### config.mk
export PLATFORM = sky130hd
export DESIGN_NAME = seq_divider
export DESIGN_NICKNAME = d
export VERILOG_FILES = /design/src/rtl/seq_divider.sv
export SDC_FILE = /design/constraint.sdc
export NUM_CORES = 1
export LEC_CHECK = 0
export BUFFER_PORTS_ARGS = -buffer_cell sky130_fd_sc_hd__clkbuf_2
export CAP_MARGIN = 30
export CORE_MARGIN = 5
export CORE_UTILIZATION = 61
export DETAILED_ROUTE_END_ITERATION = 7
export PLACE_DENSITY = 0.95
export SLEW_MARGIN = 20
export SYNTH_ARGS = -nofsm -noshare
export SYNTH_HDL_FRONTEND = slang
export SYNTH_SLANG_ARGS = --single-unit
### constraint.sdc
create_clock -name clk -period 3.76 [get_ports clk]
set_clock_uncertainty 0.1 [all_clocks]
set_input_delay 0.752 -clock clk [delete_from_list [all_inputs] [get_ports clk]]
set_output_delay 0.752 -clock clk [all_outputs]
set_load 0.05 [all_outputs]
### src/rtl/seq_divider.sv
// Sequential restoring divider: one quotient bit per clock, start/busy/done handshake.
// Define SEQ_DIVIDER_SIGNED_EN for two's-complement operands (adds a FIXUP cycle).
module seq_divider #(
   parameter int WIDTH = 8
) (
   input  logic             clk,
   input  logic             rst_n,
   input  logic             start,
   input  logic [WIDTH-1:0] dividend,
   input  logic [WIDTH-1:0] divisor,
   output logic [WIDTH-1:0] quotient,
   output logic [WIDTH-1:0] remainder,
   output logic             busy,
   output logic             done,
   output logic             div_zero
);

   localparam int CW = $clog2(WIDTH + 1);

`ifdef SEQ_DIVIDER_SIGNED_EN
   typedef enum logic [1:0] {IDLE, CALC, FIXUP} state_t;
`else
   typedef enum logic {IDLE, CALC} state_t;
`endif

   state_t           state_reg;
   logic [WIDTH-1:0] shift_reg;
   logic [WIDTH-1:0] dvsr_reg;
   logic [WIDTH-1:0] prem_reg;
   logic [CW-1:0]    count_reg;
`ifdef SEQ_DIVIDER_SIGNED_EN
   logic             neg_q_reg;
   logic             neg_r_reg;
`endif

   logic [WIDTH:0]   shifted;
   logic [WIDTH:0]   diff;
   logic [WIDTH-1:0] prem_next;
   logic [WIDTH-1:0] quo_next;
   logic [WIDTH-1:0] dvd_in;
   logic [WIDTH-1:0] dvs_in;

   // Magnitudes feed the unsigned core; signs are reapplied in FIXUP.
   always_comb begin
`ifdef SEQ_DIVIDER_SIGNED_EN
      dvd_in = dividend[WIDTH-1] ? -dividend : dividend;
      dvs_in = divisor[WIDTH-1]  ? -divisor  : divisor;
`else
      dvd_in = dividend;
      dvs_in = divisor;
`endif
   end

   // Trial subtraction; a set MSB of the difference means it went negative.
   always_comb begin
      shifted = {prem_reg, shift_reg[WIDTH-1]};
      diff    = shifted - {1'b0, dvsr_reg};
      if (!diff[WIDTH]) begin
         prem_next = diff[WIDTH-1:0];
         quo_next  = {shift_reg[WIDTH-2:0], 1'b1};
      end else begin
         prem_next = shifted[WIDTH-1:0];
         quo_next  = {shift_reg[WIDTH-2:0], 1'b0};
      end
   end

   always_ff @(posedge clk or negedge rst_n) begin
      if (!rst_n) begin
         state_reg <= IDLE;
         shift_reg <= '0;
         dvsr_reg  <= '0;
         prem_reg  <= '0;
         count_reg <= '0;
         quotient  <= '0;
         remainder <= '0;
         busy      <= 1'b0;
         done      <= 1'b0;
         div_zero  <= 1'b0;
`ifdef SEQ_DIVIDER_SIGNED_EN
         neg_q_reg <= 1'b0;
         neg_r_reg <= 1'b0;
`endif
      end else begin
         done <= 1'b0;
         case (state_reg)
            IDLE: begin
               if (start) begin
                  if (divisor == '0) begin
                     quotient  <= '1;
                     remainder <= dividend;
                     div_zero  <= 1'b1;
                     done      <= 1'b1;
                  end else begin
                     shift_reg <= dvd_in;
                     dvsr_reg  <= dvs_in;
                     prem_reg  <= '0;
                     count_reg <= '0;
                     busy      <= 1'b1;
                     state_reg <= CALC;
`ifdef SEQ_DIVIDER_SIGNED_EN
                     neg_q_reg <= dividend[WIDTH-1] ^ divisor[WIDTH-1];
                     neg_r_reg <= dividend[WIDTH-1];
`endif
                  end
               end
            end
            CALC: begin
               prem_reg  <= prem_next;
               shift_reg <= quo_next;
               count_reg <= count_reg + 1'b1;
               if (count_reg == CW'(WIDTH - 1)) begin
`ifdef SEQ_DIVIDER_SIGNED_EN
                  state_reg <= FIXUP;
`else
                  quotient  <= quo_next;
                  remainder <= prem_next;
                  div_zero  <= 1'b0;
                  done      <= 1'b1;
                  busy      <= 1'b0;
                  state_reg <= IDLE;
`endif
               end
            end
`ifdef SEQ_DIVIDER_SIGNED_EN
            FIXUP: begin
               quotient  <= neg_q_reg ? -shift_reg : shift_reg;
               remainder <= neg_r_reg ? -prem_reg  : prem_reg;
               div_zero  <= 1'b0;
               done      <= 1'b1;
               busy      <= 1'b0;
               state_reg <= IDLE;
            end
`endif
            default: state_reg <= IDLE;
         endcase
      end
   end

endmodule

# --- Word level (Yosys, flattened, before mapping) ---
# Index checks and enable logic that the tools add are counted.
totals:
  ff_bits: 48
  latchBits: 0
  ramBits: 0
  romBits: 0
  in_bits: 19
  out_inout_bits: 19
  wordCells: 58
  n_memories: 0
classes:
  addsub: 2
  mul: 0
  div: 0
  n_lt_le_gt_ge: 0
  n_eq_ne: 5
  shifts: 0
  muxes: 34
  bitwise: 2
  reduce_logical: 5
op_table:
  columns: ["cell", "n"]
  rows:
  - ["$mux W8", 11]
  - ["$pmux W8 S2", 4]
  - ["$mux W1", 12]
  - ["$reduce_and A3 Y1", 3]
  - ["$sub A9 B8 Y9", 1]
  - ["$logic_not A8 Y1", 1]
  - ["$mux W4", 2]
  - ["$pmux W1 S2", 4]
  - ["$pmux W4 S2", 1]
  - ["$ne A2 B2 Y1 const B", 3]
  - ["$add A4 B1 Y4 const B", 1]
  - ["$eq A4 B3 Y1 const B", 1]
  - ["$ne A2 B1 Y1 const B", 1]
  - ["$not A1 Y1", 2]
  - ["$reduce_and A2 Y1", 1]

# --- Longest topological paths before layout ---
# Gate-level depths: netlist of the first run.
logic_depth:
  ltp_word: 4
  ltp_mapped: 10

# --- Worst setup path after synthesis of the first run ---
# Ideal clock, no wire load.
synth_path:
  path_kind: "reg2reg"
  from: "register shift_reg[7]"
  to: "register remainder[0]"
  setup_ps: 87
  t_arrival_ps: 2374
  required_ps: 3573
  path_slack_ps: 1200
  stages_incl_launch_ff: 10
  n_path_buf: 0
  period_less_slack_ps: 2560
  path_cell_list: "dfrtp_1 > inv_1 > ha_1 > inv_1 > fa_1 > a211oi_4 > o211ai_2 > a311oi_4 > mux2_2 > o211ai_1"
synth_via:
  elab_chain_cells: 4
synth_rtl:
  columns: ["item", "line", "source"]
  rows:
  - ["from (decl)", "27", "logic [WIDTH-1:0] shift_reg;"]
  - ["from (signal assigned)", "94", "shift_reg <= dvd_in;"]
  - ["from (signal assigned)", "109", "shift_reg <= quo_next;"]
  - ["$sub A9 B8 Y9", "57", "diff = shifted - {1'b0, dvsr_reg};"]
  - ["$mux W8 *", "58", "if (!diff[WIDTH]) begin"]
  - ["$mux W8 *", "111", "if (count_reg == CW'(WIDTH - 1)) begin"]
  - ["$pmux W8 S2 *", "85", "case (state_reg)"]
  - ["to (signal assigned)", "90", "remainder <= dividend;"]
  - ["to (signal assigned)", "116", "remainder <= prem_next;"]
  - ["to (decl)", "12", "output logic [WIDTH-1:0] remainder,"]
# Every way passes the cells marked *; elsewhere a longest branch is shown, timed or not. The select of a mux whose other input is x is not followed.
# A chain may end at the register's enable or synchronous reset.

# --- Worst setup path in the final report of the first run ---
layout_path:
  from: "register shift_reg[7]"
  to: "register prem_reg[5]"
layout_via:
  elab_chain_cells: 3
layout_rtl:
  columns: ["item", "line", "source"]
  rows:
  - ["$sub A9 B8 Y9", "57", null]
  - ["$mux W8", "58", null]
  - ["$pmux W8 S2", "85", null]
  - ["to (signal assigned)", "108", "prem_reg <= prem_next;"]
  - ["to (decl)", "29", "logic [WIDTH-1:0] prem_reg;"]
# Every way passes these cells.

==> summary.md, run 1 <==
| Metric | Value |
|---|---|
| Outcome | `finished, final reports clean` |
| Largest net degree at the start of global routing | `37` |
| FF/Latch Area | `1200 µm²` |
| Cells after Synth | `267` |
| Via/cell ratio | `6.18` |
| Post-CTS setup buffers | `0` |
| Core Box Area | `4060 µm²` |
| Fmax | `0.343 GHz` |
| Hold Buf Count CTS | `0` |
| Mapped Avg Cell Area | `9.65 µm²` |
| Post-synth EDFFs | `0` |
| Highest-delay cell along the critical path | `fa_1` |
| Worst slew margin | `0.487` |
| Total GRT Usage | `0.243` |
| ANT cells | `0` |
| CP peak stage delay | `430 ps` |
| CP startpoint | `shift_reg[7]$_DFFE_PN0P_` |
| Nets | `332` |
| Worst Max-Slew Pin Slew | `769 ps` |
| Fin crit share | `0.775` |
| First-pass GRT wire length | `10.2 mm` |
| Top Metal Used | `met4` |
| Crit path arrival time | `2980 ps` |
| Initial Util | `0.635` |
| Detail Route Antenna Nets | `0` |
| Reg2Reg Launch Point | `shift_reg[7]$_DFFE_PN0P_` |
| Flops & latches, synth | `48` |
| Sequential share of the synthesized area | `0.466` |
| Synthesized cell area | `2580 µm²` |
| Worst-path clk slew | `90 ps` |
| RSZ-0062 raised after global routing | `no` |
| Slew Viols, Final | `0` |
| DP Cell Count | `345` |
| Minimum clock period | `2920 ps` |
| Via Count | `2186` |
| Final hold vios | `0` |
| CTS resizes | `0` |
| Design area | `2900 µm²` |
| Cts bufs inserted | `5` |
| Vias in the first global route | `2100` |
| Fraction of registers with async set/reset | `1.00` |
| Met3 WL post-DR | `500 µm` |
| Fin worst setup slack | `845 ps` |
| Place WS | `993 ps` |
| Area grow syn2layout | `12.4%` |
| Syn Nets | `296` |
| Largest delay share family, worst path | `compound AO/OA/AOI/OAI gates` |
| Post-DP HPWL | `4.55 mm` |
| Crit. End Element | `flop` |
| Drt first pass iters | `5` |
| # port buffers | `37` |
| Remaining DRCs | `0` |
| Worst-Skew Late Latency | `300 ps` |
| Primary FF master, synth | `dfrtp_1` |
| Met2 wire length | `3.10 mm` |
| Synth warnings | `0` |
| Die height | `75.0 µm` |
| Num Clock Sinks | `48` |
| Most common cell after layout, fill and taps aside | `dfrtp_1` |
| Setup CP Type | `reg2reg` |
| Setup tns final | `0 ps` |
| Final std cells w/o fill | `354` |
| Most frequent cells in the layout | `dfrtp_1 (48), nand2_1 (44), clkbuf_2 (37)` |
| Routability cong. | `0.887` |
| Distinct cells, synth | `46` |
| CTS tree | `built` |
| Remaining global-route overflow | `0` |
| Max cap viols | `0` |
| CP required | `3820 ps` |
| CTS Root Cell | `clkbuf_8` |
| Worst hold start | `busy$_DFFE_PN0P_` |
| H-tree levels | `2` |
| Critical path fanouts, max | `11` |
| Area occupied by multi-input gates | `1260 µm²` |
| Width of the die | `75.0 µm` |
| Buf/Inv on CP | `3` |
| Worst setup SP type | `flop` |
| Post-DP Area | `2790 µm²` |
| Worst Hold Class | `reg2reg` |
| Num ports | `38` |
| M1 WL | `2.59 mm` |
| WL final | `6.25 mm` |
| Sequence of cells on the critical path | `inv_1, ha_1, inv_1, fa_1, a211oi_4, o211ai_2, a311oi_4, buf_4, mux2i_1, o21ai_0` |
| Die area | `5620 µm²` |
| Initial antenna violation count | `0` |
| Share of post-route cells with drive strength above 1 | `0.201` |
| Detailed Route Iter0 Violations | `222` |
| Fillers | `274` |
| Final setup fails | `0` |
| Clock Path Buffers | `2` |
| Most frequent CP cell | `inv_1` |
| DR WL/cell | `17.6 µm` |
| # rows | `23` |
## area by class of cell
cell class | count | share of cell area
Clock inverter | 2 | 0.00519
Timing Repair Buffer | 42 | 0.0782
Tap cell | 50 | 0.0216
Sequential cell | 48 | 0.415
Multi-Input combinational cell | 193 | 0.435
Clock buffer | 6 | 0.0285
Inverter | 13 | 0.0169
## worst register-to-register path, cell delays in order, from the launching register on
cell	delay (ps)
dfrtp_1	390
inv_1	80
ha_1	170
inv_1	60
fa_1	430
a211oi_4	310
o211ai_2	150
a311oi_4	430
buf_4	270
mux2i_1	270
o21ai_0	120
## worst paths after layout
check	slack [ps]	to	cells after the start
setup / recovery	840	prem_reg[5]$_DFFE_PN0P_	10
max in group asynchronous	2420	quotient[0]$_DFFE_PN0P_	2
hold / removal	390	busy$_DFFE_PN0P_	1
setup reg to reg	840	prem_reg[5]$_DFFE_PN0P_	10
hold reg to reg	390	busy$_DFFE_PN0P_	1
min in group asynchronous	410	dvsr_reg[5]$_DFFE_PN0P_	1
## kinds of logic (layout without fill, tap and decap cells)
group | Yosys count | after routing | synth area share
xor gates and xnor gates | 4 | 4 | 0.0136
and+or+nand+nor | 96 | 96 | 0.180
AOI/OAI and AO/OA | 70 | 70 | 0.192
DFF | 48 | 48 | 0.466
adders and majority gates | 10 | 10 | 0.0515
buffers and inverters | 26 | 63 | 0.0452
muxes | 13 | 13 | 0.0515
## cells in the mapped netlist, types with 2 or more instances
cell type   n  area, µm²
nor2b_1     2       12.5
o211ai_1    4       30.0
nor2_1      9       33.8
o211ai_2    2       25.0
o21ai_0    35        175
nor3b_1     2       15.0
or3_1       2       12.5
buf_2       3       15.0
a31oi_1     3       18.8
o21ai_1     2       10.0
buf_6       2       22.5
or4_1       3       22.5
mux2i_1    11        110
nor4_1      3       18.8
mux2_2      2       22.5
ha_1        9        113
nand3b_1    5       37.5
o22a_1      2       17.5
clkbuf_1    8       30.0
a21o_1      2       15.0
nand2_1    44        165
a21oi_1     9       45.0
nand2b_1    5       31.3
inv_1      12       45.0
xor2_1      3       26.3
dfrtp_1    48       1200
nand3_1    16       80.1
## routing by layer
metal | track usage | up-vias
met5 | 0 | -
met4 | 0.0553 | 0
met3 | 0.0534 | 12
met2 | 0.397 | 110
met1 | 0.334 | 1047
li1 | - | 1017
## per-stage QoR
step,utilization,hold WS (ps)
3_3_place_gp,0.687,360
6_report,0.714,389
4_1_cts,0.711,390
5_1_grt,0.714,412
2_1_floorplan,-,356
3_5_place_dp,0.687,370
Power of run 1 is left out: the tool's default activity adds up to more than one toggle a clock period on the data nets, which glitch-free logic cannot reach.
==> run 2: changes to the inputs <==
--- a/config.mk
+++ b/config.mk
@@ -5,12 +5,13 @@
 export SDC_FILE = /design/constraint.sdc
 export NUM_CORES = 1
 export LEC_CHECK = 0
+export ABC_AREA = 1
 export BUFFER_PORTS_ARGS = -buffer_cell sky130_fd_sc_hd__clkbuf_2
 export CAP_MARGIN = 30
 export CORE_MARGIN = 5
-export CORE_UTILIZATION = 61
+export CORE_UTILIZATION = 51
 export DETAILED_ROUTE_END_ITERATION = 7
-export PLACE_DENSITY = 0.95
+export PLACE_DENSITY = 0.87
 export SLEW_MARGIN = 20
 export SYNTH_ARGS = -nofsm -noshare
 export SYNTH_HDL_FRONTEND = slang
==> constraint.sdc (replaced) <==
create_clock -name clk -period 2.6 [get_ports clk]
set_clock_uncertainty 0.1 [all_clocks]
set_input_delay 0.52 -clock clk [delete_from_list [all_inputs] [get_ports clk]]
set_output_delay 0.52 -clock clk [all_outputs]
set_load 0.05 [all_outputs]
==> run 2 against run 1 <==
Wire length fell by 9.1%. Final area increased by 2.2%. First-iteration DRC count decreased by 23%. Global-route usage down 4.8 points. Worst hold slack got worse by 200 ps. Final cell count increased by 24%. Via count is 1.2% higher. Sequential cell count did not move. Largest cell class is now sequential cells.
==> summary.md, run 2 <==
| Metric | Value |
|---|---|
| Reg2Reg Launch Point | `shift_reg[7]$_DFFE_PN0P_` |
| CTS tree | `built` |
| Primary FF master, synth | `dfrtp_1` |
| CTS resizes | `0` |
| Worst Max-Slew Pin Slew | `612 ps` |
| Global Route met3 Usage | `0.0399` |
| # rows | `25` |
| Initial antenna violation count | `0` |
| Cts bufs inserted | `5` |
| Sequential share of the synthesized area | `0.467` |
| Slew Viols, Final | `0` |
| Largest delay share family, worst path | `simple AND/OR/NAND/NOR gates` |
| Die area | `6560 µm²` |
| Critical path fanouts, max | `9` |
| Post-synth EDFFs | `0` |
| Post-CTS setup buffers | `0` |
| Minimum clock period | `2170 ps` |
| Remaining DRCs | `0` |
| Worst-Skew Late Latency | `310 ps` |
| Detail Route Antenna Nets | `0` |
| Met1 GRT Util | `0.255` |
| Cells after Synth | `331` |
| Via Count | `2212` |
| Commonest cells post-synth | `nand2_1 (82), inv_1 (52), dfrtp_1 (48)` |
| Setup CP Type | `reg2reg` |
| Largest net degree at the start of global routing | `49` |
| CP startpoint | `shift_reg[7]$_DFFE_PN0P_` |
| Post-synthesis mux area share | `0` |
| Count leader, synth | `nand2_1` |
| Worst slew margin | `0.592` |
| Most Crowded Layer GR | `met2` |
| Final hold vios | `0` |
| Compound-Gate Fraction of Synth Area | `0.0827` |
| Mapped Avg Cell Area | `7.77 µm²` |
| Nets | `399` |
| Sequence of cells on the critical path | `inv_1, ha_1, inv_1, fa_1, nand2_1, nand2_1, nand3_2, nand2_1, nand2_1, nand2_4, nand3_1, nand3_1, nand2_1, inv_1` |
| Syn Nets | `360` |
| Num ports | `38` |
| Synthesized cell area | `2570 µm²` |
| Most frequent CP cell | `nand2_1` |
| Fin crit share | `0.835` |
| Synth top area share | `0.467` |
| DR WL/cell | `13.0 µm` |
| Area leader, netlist | `dfrtp_1` |
| Vias in the first global route | `2197` |
| Setup tns final | `0 ps` |
| Area grow syn2layout | `15.0%` |
| Via/cell ratio | `5.05` |
| Share of post-route cells with drive strength above 1 | `0.170` |
| Clock Path Buffers | `2` |
| Fraction of registers with async set/reset | `1.00` |
| Worst-path clk slew | `90 ps` |
| Crit path arrival time | `2280 ps` |
| # port buffers | `37` |
| Largest cells by area after synthesis | `dfrtp_1 (47%), nand2_1 (12%), nand3_1 (7.8%)` |
| Most frequent cells in the layout | `nand2_1 (82), inv_1 (52), dfrtp_1 (48)` |
| Synth warnings | `0` |
| Worst setup SP type | `flop` |
| Initial Util | `0.534` |
| CTS Root Cell | `clkbuf_8` |
| Final setup fails | `0` |
| First-pass GRT wire length | `10.0 mm` |
| Buf/Inv on CP | `3` |
| Fmax | `0.461 GHz` |
| CP peak stage delay | `400 ps` |
| H-tree levels | `2` |
| Post-DP HPWL | `4.16 mm` |
| Width of the die | `81.0 µm` |
| Distinct cells, synth | `29` |
| Routability cong. | `0.858` |
| Worst Hold Class | `in2async` |
| Largest family of logic cells by synthesized area | `simple AND/OR/NAND/NOR gates` |
| Flops & latches, synth | `48` |
| Total GRT Usage | `0.196` |
| CP required | `2710 ps` |
| Hold Buf Count CTS | `0` |
| Detailed Route Iter0 Violations | `171` |
| Met2 Use GR | `0.328` |
| Crit. End Element | `flop` |
| Num Clock Sinks | `48` |
| ANT cells | `0` |
| Synth Area in XOR/XNOR | `0.0102` |
| Simple-Gate Fraction of Synth Area | `0.290` |
| Most common cell after layout, fill and taps aside | `nand2_1` |
| Highest-delay cell along the critical path | `fa_1` |
| Max cap viols | `0` |
| Synth Area in Adders | `0.0516` |
| Die height | `81.0 µm` |
| Remaining global-route overflow | `0` |
| Core Box Area | `4820 µm²` |
| RSZ-0062 raised after global routing | `no` |
| Outcome | `finished, final reports clean` |
| Drt first pass iters | `4` |
| WL final | `5.68 mm` |
run 2: per-stage QoR:
| step | std cells | hold slack [ps] | utilization | instance area (µm²) | setup WS, ps |
|---|---|---|---|---|---|
| 5_1_grt | 438 | 251 | 0.614 | 2960 | 254 |
| 3_3_place_gp | 430 | 366 | 0.585 | 2820 | 558 |
| 2_1_floorplan | 331 | 124 | - | 2570 | 679 |
| 6_report | 438 | 193 | 0.614 | 2960 | 429 |
| 3_5_place_dp | 430 | 380 | 0.585 | 2820 | 485 |
| 4_1_cts | 438 | 220 | 0.614 | 2960 | 415 |
run 2: per-layer routing:
layer | wire [µm] | vias up
met5 | 0 | -
met4 | 61 | 0
met3 | 287 | 6
met2 | 2750 | 63
met1 | 2580 | 1019
li1 | - | 1124
run 2: final cells by class:
cell class	count	area (µm²)
inverter	56	210
timing repair buffer	40	208
tap	67	83.8
sequential	48	1200
clock buffer	5	68.8
fill	439	1860
clock inverter	3	68.8
multi-input combinational	219	1120
run 2: worst paths after layout:
path | end | slack, ps | depth (start not counted)
worst max-delay path | remainder[1]$_DFFE_PN0P_ | 430 | 14
worst min-delay path | dvsr_reg[7]$_DFFE_PN0P_ | 190 | 2
worst max register to register | remainder[1]$_DFFE_PN0P_ | 430 | 14
worst min register to register | count_reg[0]$_DFFE_PN0P_ | 410 | 1
max in group asynchronous | prem_reg[7]$_DFFE_PN0P_ | 1790 | 2
min in group clk | dvsr_reg[3]$_DFFE_PN0P_ | 340 | 3
run 2: worst register-to-register path, delay by kind of cell, from the launching register on:
family | cells | cell delay [ps]
buffers and inverters | 3 | 200
and+or+nand+nor | 9 | 830
adders and majority gates | 2 | 550
DFF | 1 | 390
run 2: cells by family (layout without fill, tap and decap cells):
| family | after synthesis | count (layout) |
|---|---|---|
| XOR/XNOR | 3 | 3 |
| flip-flops | 48 | 48 |
| AO/OA/AOI/OAI | 38 | 38 |
| AND/OR/NAND/NOR | 168 | 168 |
| adder cells (fa/ha/maj) | 10 | 10 |
| buffers and inverters | 64 | 104 |
Power of run 2 is left out for the same reason.
==> run 3: changes to the inputs <==
--- a/config.mk
+++ b/config.mk
@@ -5,7 +5,7 @@
 export SDC_FILE = /design/constraint.sdc
 export NUM_CORES = 1
 export LEC_CHECK = 0
-export ABC_AREA = 1
+export ABC_AREA = 0
 export BUFFER_PORTS_ARGS = -buffer_cell sky130_fd_sc_hd__clkbuf_2
 export CAP_MARGIN = 30
 export CORE_MARGIN = 5
==> constraint.sdc (replaced) <==
create_clock -name clk -period 1.9 [get_ports clk]
set_clock_uncertainty 0.1 [all_clocks]
set_input_delay 0.38 -clock clk [delete_from_list [all_inputs] [get_ports clk]]
set_output_delay 0.38 -clock clk [all_outputs]
set_load 0.05 [all_outputs]
==> run 3 against run 2 <==
The flow now finishes with violations (negative setup slack). Sequential share of layout area fell by 5.6 points. Via count rose by 14%. First-iteration DRC count rose by 35%. Worst hold slack got worse by 160 ps. Wire length increased by 40%. Fmax decreased by 17%. Final cell count shrank 2.7%. Count of clock-buffer cells in the layout grew 1. Sequential cell count stayed put. Critical path depth decreased by 4. Non-clock buffer count grew 57. Worst setup slack worse by 1100 ps.
==> summary.md, run 3 (synthesis results as in run 1) <==
| Metric | Value |
|---|---|
| Outcome | `finished, violations left` |
| Violated checks | `negative setup slack` |
| DP Cell Count | `410` |
| Width of the die | `81.1 µm` |
| Worst setup SP type | `flop` |
| RSZ-0062 raised after global routing | `yes` |
| Crit. End Element | `flop` |
| Worst Hold Class | `in2async` |
| CTS tree | `built` |
| Final hold vios | `0` |
| Crit path arrival time | `2720 ps` |
| Clock Path Buffers | `2` |
| Hold slack | `36.2 ps` |
| Max cap viols | `0` |
| CTS Root Cell | `clkbuf_8` |
| # port buffers | `37` |
| Vias in the first global route | `2580` |
| CP required | `2000 ps` |
| Area grow syn2layout | `33.1%` |
| Core Box Area | `4820 µm²` |
| Post-DP HPWL | `5.14 mm` |
| DR WL/cell | `18.6 µm` |
| Fillers | `322` |
| H-tree levels | `2` |
| Share of post-route cells with drive strength above 1 | `0.351` |
| Setup CP Type | `reg2reg` |
| Initial Util | `0.535` |
| Detail Route Antenna Nets | `0` |
| WL final | `7.93 mm` |
| Most frequent cells in the layout | `buf_4 (56), dfrtp_1 (48), nand2_1 (44)` |
| Top Metal Used | `met4` |
| Routability cong. | `0.901` |
| Via/cell ratio | `5.93` |
| Via Count | `2526` |
| Cts bufs inserted | `5` |
| Post-DP Area | `3190 µm²` |
| Worst-path clk slew | `100 ps` |
| Setup tns final | `-11110 ps` |
| Total GRT Usage | `0.267` |
| Fmax | `0.382 GHz` |
| Met2 wire length | `3.89 mm` |
| # rows | `25` |
| Hold Buf Count CTS | `0` |
| Detailed Route Iter0 Violations | `230` |
| Worst slew margin | `0.544` |
| ANT cells | `0` |
| M1 WL | `3.03 mm` |
| First-pass GRT wire length | `13.0 mm` |
| Slew Viols, Final | `0` |
| Die area | `6570 µm²` |
| Die height | `81.1 µm` |
| Worst Max-Slew Pin Slew | `676 ps` |
| Num ports | `38` |
| Final setup fails | `18` |
| Initial antenna violation count | `0` |
| Largest net degree at the start of global routing | `49` |
| Met3 WL post-DR | `573 µm` |
| Remaining DRCs | `0` |
| Fin worst setup slack | `-719 ps` |
| Drt first pass iters | `5` |
| Most common cell after layout, fill and taps aside | `buf_4` |
| Nets | `387` |
| Worst-Skew Late Latency | `320 ps` |
| Remaining global-route overflow | `0` |
| Minimum clock period | `2620 ps` |
| Design area | `3430 µm²` |
| Fin crit share | `1.38` |
| Num Clock Sinks | `48` |
| Critical path fanouts, max | `3` |
| Final std cells w/o fill | `426` |
[run 3: cell count changes in the layout (fill, tap and decap cells not counted), moves of 8 or more]
cell	change
nor2_1	-20
nand3_1	-24
buf_4	+53
nand2_1	-38
inv_1	-42
mux2i_1	+8
o21ai_0	+9
[run 3: worst paths after layout]
kind / start / to / slack (ps) / cells after the start
min reg2reg: div_zero$_DFFE_PN0P_ / div_zero$_DFFE_PN0P_ / 380 / 2
max in group asynchronous: rst_n / prem_reg[3]$_DFFE_PN0P_ / 1250 / 2
min in group clk: dividend[6] / shift_reg[6]$_DFFE_PN0P_ / 250 / 3
max reg2reg: shift_reg[7]$_DFFE_PN0P_ / remainder[1]$_DFFE_PN0P_ / -720 / 10
min: rst_n / div_zero$_DFFE_PN0P_ / 40 / 2
max: shift_reg[7]$_DFFE_PN0P_ / remainder[1]$_DFFE_PN0P_ / -720 / 10
[run 3: worst max-delay path, cell delays in order (launching register included)]
cell and delay [ps]:
dfrtp_1 420, inv_2 100, ha_4 140, inv_2 40, fa_2 370, a211oi_4 260
o211ai_2 140, a311oi_4 280, buf_4 230, mux2i_4 300, o211ai_1 130
[run 3: metrics by stage]
step / worst slack [ps] / utilization
after CTS: -573 / 0.710
after global routing: -758 / 0.712
after floorplan: -631 / -
final: -719 / 0.712
after global placement: -650 / 0.662
after detailed placement: -767 / 0.662
[run 3: routing by layer]
metal	up-vias	GRT usage
li1	1130	-
met1	1225	0.326
met2	131	0.434
met3	40	0.0732
met4	0	0.135
met5	-	0
[run 3: final cells by class]
class                      instances  area, µm²  area share
timing repair buffer              97        656       0.191
multi-input combinational        193       1320       0.384
inverter                          13       48.8      0.0142
sequential                        48       1200       0.350
clock buffer                       6       82.6      0.0241
clock inverter                     2       38.8      0.0113
tap                               67       83.8      0.0245
[run 3: timing repair]
action / in CTS / in global routing
gates resized for setup: 14 / 3
endpoints found under the setup margin: 18 / 18
setup buffers: 7 / 1
pin swaps: 7 / 1
gates cloned: 1 / 0
Power of run 3 is left out for the same reason.
